## config.mk

```make
export PLATFORM = sky130hd
export DESIGN_NAME = dino_collision_ctrl_flat
export DESIGN_NICKNAME = d
export VERILOG_FILES = /design/src/rtl/dino_pkg.sv /design/src/rtl/dino_collision_ctrl_if.sv /design/src/rtl/dino_collision_ctrl_bcd_counter.sv /design/src/rtl/dino_collision_ctrl.sv /design/src/flat_wrapper.sv
export SDC_FILE = /design/constraint.sdc
export NUM_CORES = 1
export LEC_CHECK = 0
export CORE_MARGIN = 5
export CORE_UTILIZATION = 55
export CTS_CLUSTER_DIAMETER = 120
export DETAILED_ROUTE_END_ITERATION = 10
export GPL_ROUTABILITY_DRIVEN = 1
export PLACE_DENSITY_LB_ADDON = 0.12
export SETUP_SLACK_MARGIN = 0.4
export SLEW_MARGIN = 20
export SYNTH_ARGS = -nofsm -noshare
export SYNTH_HDL_FRONTEND = slang
export SYNTH_SLANG_ARGS = --single-unit
```

## constraint.sdc

```tcl
create_clock -name clk -period 3.9 [get_ports clk]
set_clock_uncertainty 0.1 [all_clocks]
set_input_delay 0.39 -clock clk [delete_from_list [all_inputs] [get_ports clk]]
set_output_delay 0.39 -clock clk [all_outputs]
set_load 0.01 [all_outputs]
```

## src/rtl/dino_pkg.sv

```systemverilog
// Shared types and constants for the dino game blocks (also imported by obstacle_gen).
// Optional high-score feature: DINO_HIGH_SCORE_EN.
package dino_pkg;

    localparam int unsigned LANE_W           = 8;
    localparam int unsigned DINO_COL_DEFAULT = 0;
    localparam int unsigned AIR_CNT_W        = 4;

    typedef logic [3:0] bcd_digit_t;

    typedef enum logic [1:0] {
        ST_RUN  = 2'd0,
        ST_AIR  = 2'd1,
        ST_OVER = 2'd2
    } dino_state_e;

endpackage

```

## src/rtl/dino_collision_ctrl_if.sv

```systemverilog
// Game-step inputs and status outputs of dino_collision_ctrl.
// hi_score exists only when DINO_HIGH_SCORE_EN is defined.
interface dino_collision_ctrl_if
    import dino_pkg::*;
#(
    parameter int unsigned SCORE_DIGITS = 4
);
    localparam int unsigned SCORE_W = 4 * SCORE_DIGITS;

    logic               tick;
    logic [LANE_W-1:0]  down;
    logic               jump;
    logic               restart;
    logic               airborne;
    logic               game_over;
    logic               collision;
    logic [SCORE_W-1:0] score;
`ifdef DINO_HIGH_SCORE_EN
    logic [SCORE_W-1:0] hi_score;
`endif

    modport master (
        output tick, down, jump, restart,
`ifdef DINO_HIGH_SCORE_EN
        input  hi_score,
`endif
        input  airborne, game_over, collision, score
    );

    modport slave (
        input  tick, down, jump, restart,
`ifdef DINO_HIGH_SCORE_EN
        output hi_score,
`endif
        output airborne, game_over, collision, score
    );

endinterface

```

## src/rtl/dino_collision_ctrl_bcd_counter.sv

```systemverilog
// Multi-digit BCD up-counter with synchronous clear; all-9s wraps to zero.
module bcd_counter
    import dino_pkg::*;
#(
    parameter int unsigned DIGITS = 4
) (
    input  logic                clk,
    input  logic                reset,
    input  logic                inc,
    input  logic                clr,
    output logic [4*DIGITS-1:0] value
);
    localparam int unsigned VAL_W = 4 * DIGITS;

    logic [VAL_W-1:0] value_q;
    logic [VAL_W-1:0] value_d;
    logic             carry;
    bcd_digit_t       digit;

    // Ripple carry: a digit advances only while every lower digit rolls 9 -> 0.
    always_comb begin
        value_d = value_q;
        carry   = inc;
        digit   = '0;
        for (int unsigned i = 0; i < DIGITS; i++) begin
            digit = value_q[4*i +: 4];
            if (carry) begin
                if (digit == 4'd9) begin
                    value_d[4*i +: 4] = 4'd0;
                end else begin
                    value_d[4*i +: 4] = digit + 4'd1;
                    carry             = 1'b0;
                end
            end
        end
        if (clr) begin
            value_d = '0;
        end
    end

    always_ff @(posedge clk or negedge reset) begin
        if (!reset) begin
            value_q <= '0;
        end else begin
            value_q <= value_d;
        end
    end

    assign value = value_q;

endmodule

```

## src/rtl/dino_collision_ctrl.sv

```systemverilog
// Dino jump FSM, collision detection and BCD scoring on each game tick.
// Define DINO_HIGH_SCORE_EN to add the hi_score register.
module dino_collision_ctrl
    import dino_pkg::*;
#(
    parameter int unsigned DINO_COL     = DINO_COL_DEFAULT,
    parameter int unsigned JUMP_TICKS   = 3,
    parameter int unsigned SCORE_DIGITS = 4
) (
    input  logic                 clk,
    input  logic                 reset,
    dino_collision_ctrl_if.slave bus
);
    localparam int unsigned SCORE_W = 4 * SCORE_DIGITS;
    localparam logic [2:0]  COL_IDX = 3'(DINO_COL);

    dino_state_e          state_q, state_d;
    logic [AIR_CNT_W-1:0] air_cnt_q, air_cnt_d;
    logic                 jump_q;
    logic                 airborne_q, game_over_q, collision_q;
    logic                 collision_d;
    logic                 score_inc, score_clr;
    logic                 jump_rise;
    logic                 obs;
    logic [SCORE_W-1:0]   score_w;

    assign jump_rise = bus.jump & ~jump_q;
    assign obs       = bus.down[COL_IDX];

    // Tick is judged against the pre-tick state; a colliding tick drops a same-cycle jump.
    always_comb begin
        state_d     = state_q;
        air_cnt_d   = air_cnt_q;
        collision_d = 1'b0;
        score_inc   = 1'b0;
        score_clr   = 1'b0;
        case (state_q)
            ST_RUN: begin
                if (bus.tick && obs) begin
                    state_d     = ST_OVER;
                    collision_d = 1'b1;
                end else if (jump_rise) begin
                    state_d   = ST_AIR;
                    air_cnt_d = AIR_CNT_W'(JUMP_TICKS);
                end
            end
            ST_AIR: begin
                if (bus.tick) begin
                    score_inc = obs;
                    air_cnt_d = air_cnt_q - AIR_CNT_W'(1);
                    if (air_cnt_q == AIR_CNT_W'(1)) begin
                        state_d = ST_RUN;
                    end
                end
            end
            ST_OVER: begin
                if (bus.restart) begin
                    state_d   = ST_RUN;
                    air_cnt_d = '0;
                    score_clr = 1'b1;
                end
            end
            default: begin
                state_d = ST_RUN;
            end
        endcase
    end

    always_ff @(posedge clk or negedge reset) begin
        if (!reset) begin
            state_q     <= ST_RUN;
            air_cnt_q   <= '0;
            jump_q      <= 1'b0;
            airborne_q  <= 1'b0;
            game_over_q <= 1'b0;
            collision_q <= 1'b0;
        end else begin
            state_q     <= state_d;
            air_cnt_q   <= air_cnt_d;
            jump_q      <= bus.jump;
            airborne_q  <= (state_d == ST_AIR);
            game_over_q <= (state_d == ST_OVER);
            collision_q <= collision_d;
        end
    end

    bcd_counter #(
        .DIGITS(SCORE_DIGITS)
    ) u_score (
        .clk  (clk),
        .reset(reset),
        .inc  (score_inc),
        .clr  (score_clr),
        .value(score_w)
    );

    assign bus.airborne  = airborne_q;
    assign bus.game_over = game_over_q;
    assign bus.collision = collision_q;
    assign bus.score     = score_w;

`ifdef DINO_HIGH_SCORE_EN
    logic [SCORE_W-1:0] hi_q;

    // Packed BCD orders the same as unsigned binary, so a plain compare is a magnitude compare.
    always_ff @(posedge clk or negedge reset) begin
        if (!reset) begin
            hi_q <= '0;
        end else if (state_q != ST_OVER && state_d == ST_OVER && score_w > hi_q) begin
            hi_q <= score_w;
        end
    end

    assign bus.hi_score = hi_q;
`endif

endmodule

```

## src/flat_wrapper.sv

```systemverilog
// flat-port wrapper written by rule: the top's interface ports become plain ports
module dino_collision_ctrl_flat import dino_pkg::*;
#(
    parameter int unsigned DINO_COL     = DINO_COL_DEFAULT,
    parameter int unsigned JUMP_TICKS   = 3,
    parameter int unsigned SCORE_DIGITS = 4
)
  (clk, reset, bus_tick, bus_down, bus_jump, bus_restart, bus_airborne, bus_game_over, bus_collision, bus_score);
  dino_collision_ctrl_if #(.SCORE_DIGITS(SCORE_DIGITS)) bus_i ();
  input  logic clk;
  input  logic reset;
  input wire logic [$bits(bus_i.tick)-1:0] bus_tick;
  input wire logic [$bits(bus_i.down)-1:0] bus_down;
  input wire logic [$bits(bus_i.jump)-1:0] bus_jump;
  input wire logic [$bits(bus_i.restart)-1:0] bus_restart;
  output wire logic [$bits(bus_i.airborne)-1:0] bus_airborne;
  output wire logic [$bits(bus_i.game_over)-1:0] bus_game_over;
  output wire logic [$bits(bus_i.collision)-1:0] bus_collision;
  output wire logic [$bits(bus_i.score)-1:0] bus_score;
  assign bus_i.tick = bus_tick;
  assign bus_i.down = bus_down;
  assign bus_i.jump = bus_jump;
  assign bus_i.restart = bus_restart;
  assign bus_airborne = bus_i.airborne;
  assign bus_game_over = bus_i.game_over;
  assign bus_collision = bus_i.collision;
  assign bus_score = bus_i.score;
  dino_collision_ctrl #(.DINO_COL(DINO_COL), .JUMP_TICKS(JUMP_TICKS), .SCORE_DIGITS(SCORE_DIGITS)) u_core (.clk(clk), .reset(reset), .bus(bus_i));
endmodule
```

==> metrics.md <==
| Metric | Value |
|---|---|
| Kind of end point of the critical path | register |
| Hold-fix buffers at CTS | 0 |
| Placer Congestion | ~0.8 |
| First-pass GRT wire length | 5299 um |
| Commonest cells in the synthesized netlist | dfrtp_1 (26), nand2_1 (18), ha_1 (14), inv_1 (12) |
| Overall Global Routing Usage | 16.25% |
| Top post-synthesis cells by area | dfrtp_1 (41%), ha_1 (11%), nand2_1 (4.3%) |
| WS Path Type | reg -> reg |
| Status | complete, no violations |
| DRC Markers | 0 |
| Antenna diodes | 0 |
| Core footprint | 2734 sq um |
| Worst reg2reg path depth | 6 |
| I/O pin total | 32 |
| Worst EP required | 4.00 ns |
| Crit path DAT | 2.20 ns |
| Layout cells sized above 1 | under 10% |
| Worst Path Buf+Inv | 1 |
| Yosys reg bits | 26 |
| CTS resizes | 0 |
| Post-DRT Antenna Nets | 0 |
| Largest stage delay on the critical path | 0.42 ns |
| Slew Limit Fails | 0 |
| Sequential fraction of design power | between 40% and 50% |
| H-Tree Depth | 1 |
| Largest net degree at the start of global routing | 27 |
| Worst-path maximum fanout | 9 |
| Port bufs | 24 |
| Net Switching | 0.2648 mW |
| Internal power | 0.4767 mW |
| Proportion of power drawn by combinational gates | 39.3% |
| Total grt overflow | 0 |
| Tot Pwr | 0.7415 mW |
| Warnings from Yosys | 0 |
| Cell row count | 19 |
| Placed cell count | around 210 |
| Tcrit/Tclk final | 53.91% |
| Setup TNS | 0 ns |
| Area growth from synthesis to layout | 17.78% |
| Root buffer cell | clkbuf_4 |
| Mapped Cells | 155 |
| Post-CTS Setup Inserts | 0 |
| Sequential-to-total area share from yosys stat | between 40% and 50% |
| Worst setup SP type | register |
| Nets | 209 |
| Clock transition at path regs | around 0.14 ns |
| Post-Route WL | between 2000 and 3000 um |
| Switching Share | 35.71% |
| Clock power frac | 15.1% |
| Largest area contributor in the netlist | dfrtp_1 |
| Cell with the most instances after synthesis | dfrtp_1 |
| Maximum root-to-sink buffer count | 2 |
| Fmax | 0.4757 GHz |
| Vias/cell | 5.635 |
| Die height | 63.41 um |
| Power Density | 401.2 nW/um^2 |
| MaxCap Viol Count | 0 |
| Final hold vios | 0 |
| TritonRoute pass-1 iters | 4 |
| Finish-stage setup viols | 0 |
| Die area | 4021 sq um |
| CTS Buf Count | 3 |
| Crit-path leading delay family | compound AO/OA/AOI/OAI gates |
| Post-Synthesis Cell Area | 1569 sq um |
| Worst path slowest cell | dfrtp_1 |
| Vias | between 1000 and 1500 |
| Die X-Extent | 63.41 um |
| Synth top area share | about two fifths |
| Yosys cell types | 42 |
| Min Tclk post-route | around 2.1 ns |
| Antenna violations before repair | 0 |
| Worst-Skew Late Latency | 0.32 ns |
| CTS tree | built |
| Vias in the first global route | 1160 |
| Syn_nets | 182 |
| Clk sinks | 26 |
| Pleak | 0.8127 nW |
| Unrepaired setup endpoints after global routing | false |
| Initial Util | a little under three fifths |
| HPWL after DPL | 2304 um |
| Max VDD drop | 0.3304 mV |
| Final cell count without fillers | 211 |
| EDFF count, synth | 0 |
| Crit path depth | 6 |
| Routed len/inst | 14.02 um |
| Max-slew headroom | 71.26% |
| Asr flop ratio synth | 100.0% |
| Cells along the critical path | inv_1 -> ha_1 -> and3_1 -> a41oi_4 -> a41oi_1 -> o22ai_1 |
| Hold WC Path Type | in -> async |
| Actual slew at the worst max-slew pin | 0.4311 ns |
| Syn avg cell area | 10.12 sq um |
| Primary FF master, synth | dfrtp_1 |
| 1st-iter DRT viols | just over 90 |
## cell usage in the layout (no fill, tap or decap), types with 4 or more instances in the layout
cell type        instances
o21ai_0                  7
nand3_1                  7
inv_1                   12
nand2_1                 18
nor3_1                   4
and2_1                   5
clkdlybuf4s50_1         24
nand2b_1                 5
a21oi_1                  4
ha_1                    14
dfrtp_1                 26
nor2_1                   6
## cell families (layout without fill, tap and decap cells)
kind of cell	count (synthesis)	count (layout)	share of synthesized area, %
AO/OA/AOI/OAI	28	28	14.75
XOR/XNOR	5	5	2.792
adder cells (fa/ha/maj)	14	14	11.16
buffers and inverters	15	40	4.785
flip-flops	26	26	41.47
multiplexers	5	5	3.429
AND/OR/NAND/NOR	62	62	21.61
## final cells by class
| class | instances | area (sq um) |
|---|---|---|
| Clock buffer | 3 | 22.52 |
| Fill cell | 225 | 885.9 |
| Multi-Input combinational cell | 114 | 843.3 |
| Sequential cell | 26 | 650.6 |
| Tap cell | 31 | 38.79 |
| Timing Repair Buffer | 25 | 247.7 |
| Inverter | 12 | 45.04 |
## per-layer routing
| metal | global-route usage (%) | wire (um) |
|---|---|---|
| met5 | 0 | 0 |
| met1 | 19.48 | 1299 |
| met2 | 27.79 | 1481 |
| met4 | 6.234 | 49 |
| met3 | 3.908 | 129 |
## registers in the layout, summed over array words and instances, names as in the netlist
register,count
u_core.bus.collision,1
u_core.air_cnt_q,4
u_core.bus.game_over,1
u_core.jump_q,1
u_core.u_score.value,16
u_core.bus.airborne,1
u_core.state_q,2
## worst paths after layout
kind                                                 start                                    to  slack (ns)
max in group asynchronous                            reset  u_core.u_score.value[14]$_DFFE_PN0P_        3.13
hold reg to reg            u_core.air_cnt_q[3]$_DFFE_PN0P_       u_core.air_cnt_q[3]$_DFFE_PN0P_        0.42
hold / removal                                       reset   u_core.u_score.value[6]$_DFFE_PN0P_        0.32
setup reg to reg               u_core.state_q[1]$_DFF_PN0_  u_core.u_score.value[14]$_DFFE_PN0P_        1.80
min in group clk           u_core.air_cnt_q[3]$_DFFE_PN0P_       u_core.air_cnt_q[3]$_DFFE_PN0P_        0.42
setup / recovery               u_core.state_q[1]$_DFF_PN0_  u_core.u_score.value[14]$_DFFE_PN0P_        1.80
## power groups by stage
stage	clock network (mW)	logic, mW	registers [mW]
final	0.112	0.292	0.338
after global routing	0.133	0.328	0.344
after CTS	0.118	0.295	0.338
after detailed placement	0	0.293	0.343
after global placement	0	0.279	0.341
after floorplan	0	0.199	0.347
## metrics by stage
stage / util, % / hold slack [ns] / cell area [sq um] / setup slack, ns
floorplan: - / -0.005591 / 1569 / 2.142
global placement: 66.77 / 0.3837 / 1826 / 1.776
detailed placement: 66.77 / 0.3918 / 1826 / 1.745
CTS: 67.60 / 0.3300 / 1848 / 1.793
global route: 67.60 / 0.3394 / 1848 / 1.667
finish: 67.60 / 0.3164 / 1848 / 1.798
(Power assumes the default switching activity.)
